`src/rtl/cpu_axi_pkg.sv`:
```
// rtl/cpu_axi_pkg.sv - shared AXI encodings and refill FSM state type
package cpu_axi_pkg;

    localparam logic [1:0] AXI_BURST_INCR = 2'b01;
    localparam logic [2:0] AXI_SIZE_4B    = 3'b010;
    localparam logic [1:0] AXI_RESP_OKAY  = 2'b00;

    typedef enum logic [1:0] {
        IDLE = 2'd0,
        ADDR = 2'd1,
        DATA = 2'd2
    } refill_state_t;

endpackage

```
`src/rtl/icache_refill_bridge.sv`:
```
// rtl/icache_refill_bridge.sv - I-cache line refill to single AXI4 INCR burst read
module icache_refill_bridge
    import cpu_axi_pkg::*;
#(
    parameter int         BURST_LEN = 16,
    parameter logic [3:0] AXI_ID    = 4'd0
) (
    input  logic        clk,
    input  logic        rst,
    input  logic [31:0] inst_addr_mmu,
    input  logic        inst_read_req,
    output logic        inst_addr_ok,
    output logic [31:0] inst_read_data,
    output logic        mmu_valid,
    output logic        mmu_last,
    output logic [3:0]  arid,
    output logic [31:0] araddr,
    output logic [7:0]  arlen,
    output logic [2:0]  arsize,
    output logic [1:0]  arburst,
    output logic        arvalid,
    input  logic        arready,
    input  logic [3:0]  rid,
    input  logic [31:0] rdata,
    input  logic [1:0]  rresp,
    input  logic        rlast,
    input  logic        rvalid,
    output logic        rready,
    output logic        bus_error
);

    localparam int                CNT_W     = (BURST_LEN > 1) ? $clog2(BURST_LEN) : 1;
    localparam logic [CNT_W-1:0]  LAST_BEAT = CNT_W'(BURST_LEN - 1);

    refill_state_t    state;
    refill_state_t    state_next;
    logic [CNT_W-1:0] beat_cnt;
    logic             beat_acc;
    logic             beat_bad;

    // rid is never checked and the low line-offset bits are discarded
    logic unused_bits;
    assign unused_bits = ^{rid, inst_addr_mmu[5:0]};

    assign beat_acc = (state == DATA) && rvalid;
    assign beat_bad = (rlast && (beat_cnt != LAST_BEAT))
                   || (!rlast && (beat_cnt == LAST_BEAT))
                   || (rresp != AXI_RESP_OKAY);

    always_ff @(posedge clk or posedge rst) begin
        if (rst) begin
            state     <= IDLE;
            araddr    <= 32'd0;
            beat_cnt  <= '0;
            bus_error <= 1'b0;
        end else begin
            state <= state_next;
            if ((state == IDLE) && inst_read_req) begin
                araddr   <= {inst_addr_mmu[31:6], 6'b0};
                beat_cnt <= '0;
            end
            if (beat_acc) begin
                beat_cnt <= beat_cnt + 1'b1;
                if (beat_bad) begin
                    bus_error <= 1'b1;
                end
            end
        end
    end

    // The burst only ever ends on rlast, even when the beat count disagrees
    always_comb begin
        state_next = state;
        case (state)
            IDLE:    if (inst_read_req)   state_next = ADDR;
            ADDR:    if (arready)         state_next = DATA;
            DATA:    if (rvalid && rlast) state_next = IDLE;
            default:                      state_next = IDLE;
        endcase
    end

    always_comb begin
        arid           = AXI_ID;
        arlen          = 8'(BURST_LEN - 1);
        arsize         = AXI_SIZE_4B;
        arburst        = AXI_BURST_INCR;
        arvalid        = (state == ADDR);
        inst_addr_ok   = (state == ADDR) && arready;
        rready         = (state == DATA);
        inst_read_data = rdata;
        mmu_valid      = beat_acc;
        mmu_last       = beat_acc && rlast;
    end

endmodule

```
`config.mk`:
```
export PLATFORM = sky130hd
export DESIGN_NAME = icache_refill_bridge
export DESIGN_NICKNAME = d
export VERILOG_FILES = /design/src/rtl/cpu_axi_pkg.sv /design/src/rtl/icache_refill_bridge.sv
export SDC_FILE = /design/constraint.sdc
export NUM_CORES = 1
export LEC_CHECK = 0
export ABC_AREA = 1
export CORE_MARGIN = 2
export CORE_UTILIZATION = 34
export CTS_CLUSTER_DIAMETER = 40
export CTS_CLUSTER_SIZE = 8
export DETAILED_ROUTE_END_ITERATION = 7
export PLACE_DENSITY = 0.87
export SYNTH_ARGS = -nofsm -noshare
export SYNTH_HDL_FRONTEND = slang
export SYNTH_SLANG_ARGS = --single-unit
```
`constraint.sdc`:
```
create_clock -name clk -period 2.1 [get_ports clk]
set_clock_uncertainty 0.1 [all_clocks]
set_input_delay 0.21 -clock clk [delete_from_list [all_inputs] [get_ports clk]]
set_output_delay 0.21 -clock clk [all_outputs]
set_load 0.01 [all_outputs]
```
==> impl_results.md, run 1 <==
* Max Cap Viol at 0
* Placer Congestion at 0.696
* Max Freq at 521 MHz
* CTS clock-pin slew for the worst setup and hold paths at 70 ps
* FF-to-FF path depth at 5
* Largest net degree at the start of global routing at 34
* CTS Sinks at 33
* Final WS setup at 180 ps
* H-tree Lvls at 2
* Crit Path Class: register to output port
* Startpoint Class: register
* Crit-path max FO at 3
* Static leakage at 1.15 nW
* CP required at 1790 ps
* Clock latency on the worst-skew pair at 270 ps
* Reg-to-reg slack, setup at 650 ps
* Dpl hpwl at 2830 microns
* Syn Std Cell Area at 1810 sq um
* Yosys cell types at 17
* Worst vdd ir at 0.682 mV
* Die W at 77.0 microns
* R2r endpoint: beat_cnt[0]
* Gr ovfl total at 0
* Overall Power at 2.90 mW
* Outcome: completed
* Final setup violation count at 0
* Critical path endpoint category: output port
* Fin crit period at 1920 ps
* Final net count at 329
* Syn-to-layout area delta at 27.8%
* Placed cells at 315
* Design area at 2320 sq um
* Yosys Warn Count at 0
* First-pass GRT wire length at 6210 microns
* Final Util at 45.1%
* GRT Total Usage at 13.0%
* WP data arrival at 1610 ps
* First drt pass iteration count at 4
* Cts repair resizes at 0
* Synthesized flop and latch total at 33
* Multi-input logic area at 572 sq um
* Share of layout cells above drive strength 1 at 6.72%
* Pre-CTS WS at 270 ps
* R2r startpoint: state[1]
* Core area at 5140 sq um
* DP Area at 2210 sq um
* Max-slew violations at 0
* Hold_buf cts at 0
* CTS tree: done
* Post-Route Setup TNS at 0 ps
* Hold Vio Cnt, Final at 0
* Pwr dens at 1250 nW/um^2
* Initial antenna violation count at 0
* CTS root buffer: clkbuf_8
* Vias in the first global route at 1357
* Final std cells w/o fill at 323
* Initial Util at 35.2%
* Seq/Total Area, Yosys at 45.6%
* Hold Worst Slack at 225 ps
* Die Y at 77.0 microns
* Final worst-path cycle share at 91.4%
* Syn Area/Cell at 8.39 sq um
* FP Rows at 26
* Most frequent cells in the layout: clkdlybuf4s50_1 (65), nand2_1 (60), nand3_1 (33), dfrtp_1 (33), conb_1 (23)
* Starting DRT DRC Count at 21
* Detail Route Antenna Nets at 0
* Clock Path Buffers at 2
* Critical Path Start: state[0]
* Port-buffer cells at 65
* ANT cells at 0
* # fillers at 536
* Register area at 826 sq um
* Drc violations at 0
* I/O Pins at 163
* Total CTS buffers at 5
* Vias per cell at 4.28
* DR vias at 1382
* HP Class: input port to asynchronous set/reset pin
* Setup bufs post-CTS at 0
* RSZ-0062 raised after global routing: false
* Most common cell after layout, fill and taps aside: clkdlybuf4s50_1
* Routed len/inst at 11.8 microns
* Die area at 5930 sq um
* Mapped Cells at 216
* WL final at 3820 microns
## area by class of cell
class	count	area share (%)
well taps	70	3.78
clock buffers	7	4.16
clock inverters	1	0.216
multi-input cells	132	24.7
inverters	9	1.46
flip-flops and latches	33	35.7
repair buffers	71	30.0
## Yosys cell counts
library cell | number | area (sq um)
nor2_4 | 1 | 11.3
nand2_2 | 1 | 6.26
nand2_1 | 60 | 225
nand3_1 | 33 | 165
buf_4 | 55 | 413
nor2_1 | 5 | 18.8
buf_2 | 7 | 35.0
nand4_1 | 1 | 6.26
inv_1 | 9 | 33.8
conb_1 | 2 | 7.51
ha_1 | 1 | 12.5
or2_2 | 1 | 6.26
o21ai_0 | 4 | 20.0
xnor2_1 | 1 | 8.76
buf_6 | 1 | 11.3
a21oi_1 | 1 | 5.00
dfrtp_1 | 33 | 826
## power breakdown
| group | switching [mW] | internal (mW) |
|---|---|---|
| Combinational | 0.633 | 0.686 |
| Clock | 0.215 | 0.296 |
| Sequential | 0.161 | 0.907 |
| Total | 1.01 | 1.89 |
## state kept, by name, indices dropped and copies added, names as in the netlist
signal	count
bus_error	1
state	2
beat_cnt	4
araddr	26
## layer usage
| layer | up-vias | share of wire, % | global-route usage, % | wire [microns] |
|---|---|---|---|---|
| met5 | - | 0 | 0 | 0 |
| met4 | 0 | 1.2 | 4.46 | 44 |
| met3 | 8 | 7.9 | 4.71 | 300 |
| met2 | 69 | 50 | 22.2 | 1910 |
| met1 | 638 | 41 | 15.1 | 1560 |
| li1 | 667 | - | - | - |
## worst max path at each step
stage | endpoint | slack (ps) | depth (start not counted)
2_1_floorplan | inst_addr_ok | 890 | 4
3_3_place_gp | mmu_valid | 330 | 4
3_5_place_dp | mmu_last | 270 | 4
4_1_cts | inst_addr_ok | 140 | 4
5_1_grt | inst_addr_ok | 50 | 5
6_report | inst_addr_ok | 180 | 5
## cells by family after synthesis
| kind of cell | Yosys count | synth area share [%] |
|---|---|---|
| AO/OA/AOI/OAI | 5 | 1.38 |
| XOR/XNOR | 1 | 0.484 |
| adder cells (fa/ha/maj) | 1 | 0.690 |
| buffers and inverters | 72 | 27.2 |
| flip-flops | 33 | 45.6 |
| other | 2 | 0.415 |
| AND/OR/NAND/NOR | 102 | 24.2 |
## worst max-delay path, cell delays in order, from the launching register on
cell and delay (ps):
dfrtp_1 390, inv_1 80, nor2_1 140, inv_1 70
nor2_1 110, clkdlybuf4s50_1 550
(Power assumes the default switching activity.)
==> run 2, diff against run 1 <==
--- a/config.mk
+++ b/config.mk
@@ -12,6 +12,7 @@
 export CTS_CLUSTER_SIZE = 8
 export DETAILED_ROUTE_END_ITERATION = 7
 export PLACE_DENSITY = 0.87
+export SLEW_MARGIN = 10
 export SYNTH_ARGS = -nofsm -noshare
 export SYNTH_HDL_FRONTEND = slang
 export SYNTH_SLANG_ARGS = --single-unit
==> results of run 2 <==
The final DEF is identical to that of run 1; final timing and power are the same.
==> run 3, diff against run 2 <==
==> constraint.sdc (replaced) <==
create_clock -name clk -period 2.3 [get_ports clk]
set_clock_uncertainty 0.1 [all_clocks]
set_input_delay 0.23 -clock clk [delete_from_list [all_inputs] [get_ports clk]]
set_output_delay 0.23 -clock clk [all_outputs]
set_load 0.01 [all_outputs]
==> impl_results.md, run 3 (same netlist as run 1, synthesis figures left out) <==
* First drt pass iteration count at 3
* Setup bufs post-CTS at 0
* ANT cells at 0
* NetSw at 915 uW
* Register share of total power at 37.2%
* Crit Path Class: register to output port
* Max FFs per register at 26
* I/O Pins at 163
* # fillers at 522
* Hold_buf cts at 0
* Vias per cell at 4.32
* Initial Util at 35.2%
* Share of layout cells above drive strength 1 at 5.60%
* Static leakage at 1.13 nW
* Fin crit period at 2040 ps
* Largest reg by FF count: araddr
* Reg-to-reg slack, setup at 870 ps
* Routed len/inst at 11.8 microns
* Final worst-path cycle share at 88.6%
* Core area at 5140 sq um
* Power share of the combinational group at 44.8%
* Hold Vio Cnt, Final at 0
* Max Freq at 491 MHz
* Die area at 5930 sq um
* R2r endpoint: beat_cnt[2]
* Clock latency on the worst-skew pair at 270 ps
* Vias in the first global route at 1399
* Max-slew violations at 0
* CTS Sinks at 33
* Clock power frac at 18.0%
* Total CTS buffers at 5
* Most common cell after layout, fill and taps aside: clkdlybuf4s50_1
* Pwr dens at 1140 nW/um^2
* FF-to-FF path depth at 4
* Post-Route Setup TNS at 0 ps
* HP Class: input port to asynchronous set/reset pin
* Initial antenna violation count at 0
* Most frequent cells in the layout: clkdlybuf4s50_1 (65), nand2_1 (60), nand3_1 (33), dfrtp_1 (33), conb_1 (23)
* Die Y at 77.0 microns
* DR vias at 1382
* Starting DRT DRC Count at 56
* CTS tree: done
* CP required at 1970 ps
* Startpoint Class: register
* Max Cap Viol at 0
* WL final at 3770 microns
* Placer Congestion at 0.666
* Cts repair resizes at 0
* Hold Worst Slack at 240 ps
* Detail Route Antenna Nets at 0
* Clock Path Buffers at 2
* Biggest regs: araddr: 26 flops, beat_cnt: 4 flops, state: 2 flops
* Sw frac at 34.9%
* Worst-Margin Slew at 571 ps
* Crit-path max FO at 8
* H-tree Lvls at 2
* CTS root buffer: clkbuf_8
* Syn-to-layout area delta at 26.6%
* Final net count at 326
* P_int at 1.71 mW
* Worst vdd ir at 0.564 mV
* Final setup violation count at 0
* GRT Total Usage at 13.5%
* Outcome: completed
* Port-buffer cells at 65
* Drc violations at 0
* RSZ-0062 raised after global routing: false
* Gr ovfl total at 0
* Critical path endpoint category: output port
* FP Rows at 26
* WP data arrival at 1710 ps
* First-pass GRT wire length at 6540 microns
* Die W at 77.0 microns
* Largest net degree at the start of global routing at 34
* R2r startpoint: state[1]
* CTS clock-pin slew for the worst setup and hold paths at 70 ps
* Tightest slew margin relative to the limit at 61.8%
* Dpl hpwl at 2760 microns
==> run 3: cell count changes in the layout (fill, tap and decap cells not counted), sizes merged <==
cell	delta
buf	-3
==> run 3: area by class of cell <==
type	count	area [sq um]	share of cell area (%)
Sequential cell	33	826	36.0
Inverter	9	33.8	1.47
Clock inverter	1	5.00	0.218
Timing Repair Buffer	68	673	29.4
Tap cell	70	87.6	3.82
Clock buffer	7	96.3	4.20
Multi-Input combinational cell	132	572	24.9
==> run 3: routing by layer <==
| layer | wire length, microns | global-route usage (%) | part of all wire, % |
|---|---|---|---|
| met1 | 1530 | 15.2 | 41 |
| met2 | 1930 | 23.5 | 51 |
| met3 | 273 | 5.18 | 7.2 |
| met4 | 37 | 4.11 | 0.98 |
| met5 | 0 | 0 | 0 |
==> run 3: worst max-delay path by stage <==
stage	startpoint	end
2_1_floorplan	state[0]	inst_addr_ok
3_3_place_gp	rvalid	mmu_valid
3_5_place_dp	rvalid	mmu_last
4_1_cts	state[0]	mmu_last
5_1_grt	state[0]	mmu_last
6_report	state[0]	mmu_last
==> run 3: worst max-delay path: stages, from the launching register on <==
cell,delay (ps)
dfrtp_1,400
inv_1,100
nand3_1,210
nor2_1,160
clkdlybuf4s50_1,560
==> run 3: stage by stage <==
stage	setup WS [ps]	total power, mW	cell area, sq um	cells	util [%]
CTS	237	2.67	2290	320	44.6
floorplan	1070	1.61	1890	237	-
detailed placement	317	2.18	2190	312	42.6
global route	123	2.83	2290	320	44.6
global placement	351	2.15	2190	312	42.6
finish	262	2.62	2290	320	44.6
==> run 3: power groups by stage <==
stage	registers, mW	clock network (mW)	logic [mW]
after floorplan	1.08	0	0.535
after global placement	0.974	0	1.17
after detailed placement	0.985	0	1.20
after CTS	0.978	0.489	1.20
after global routing	1.01	0.524	1.30
final	0.975	0.472	1.17
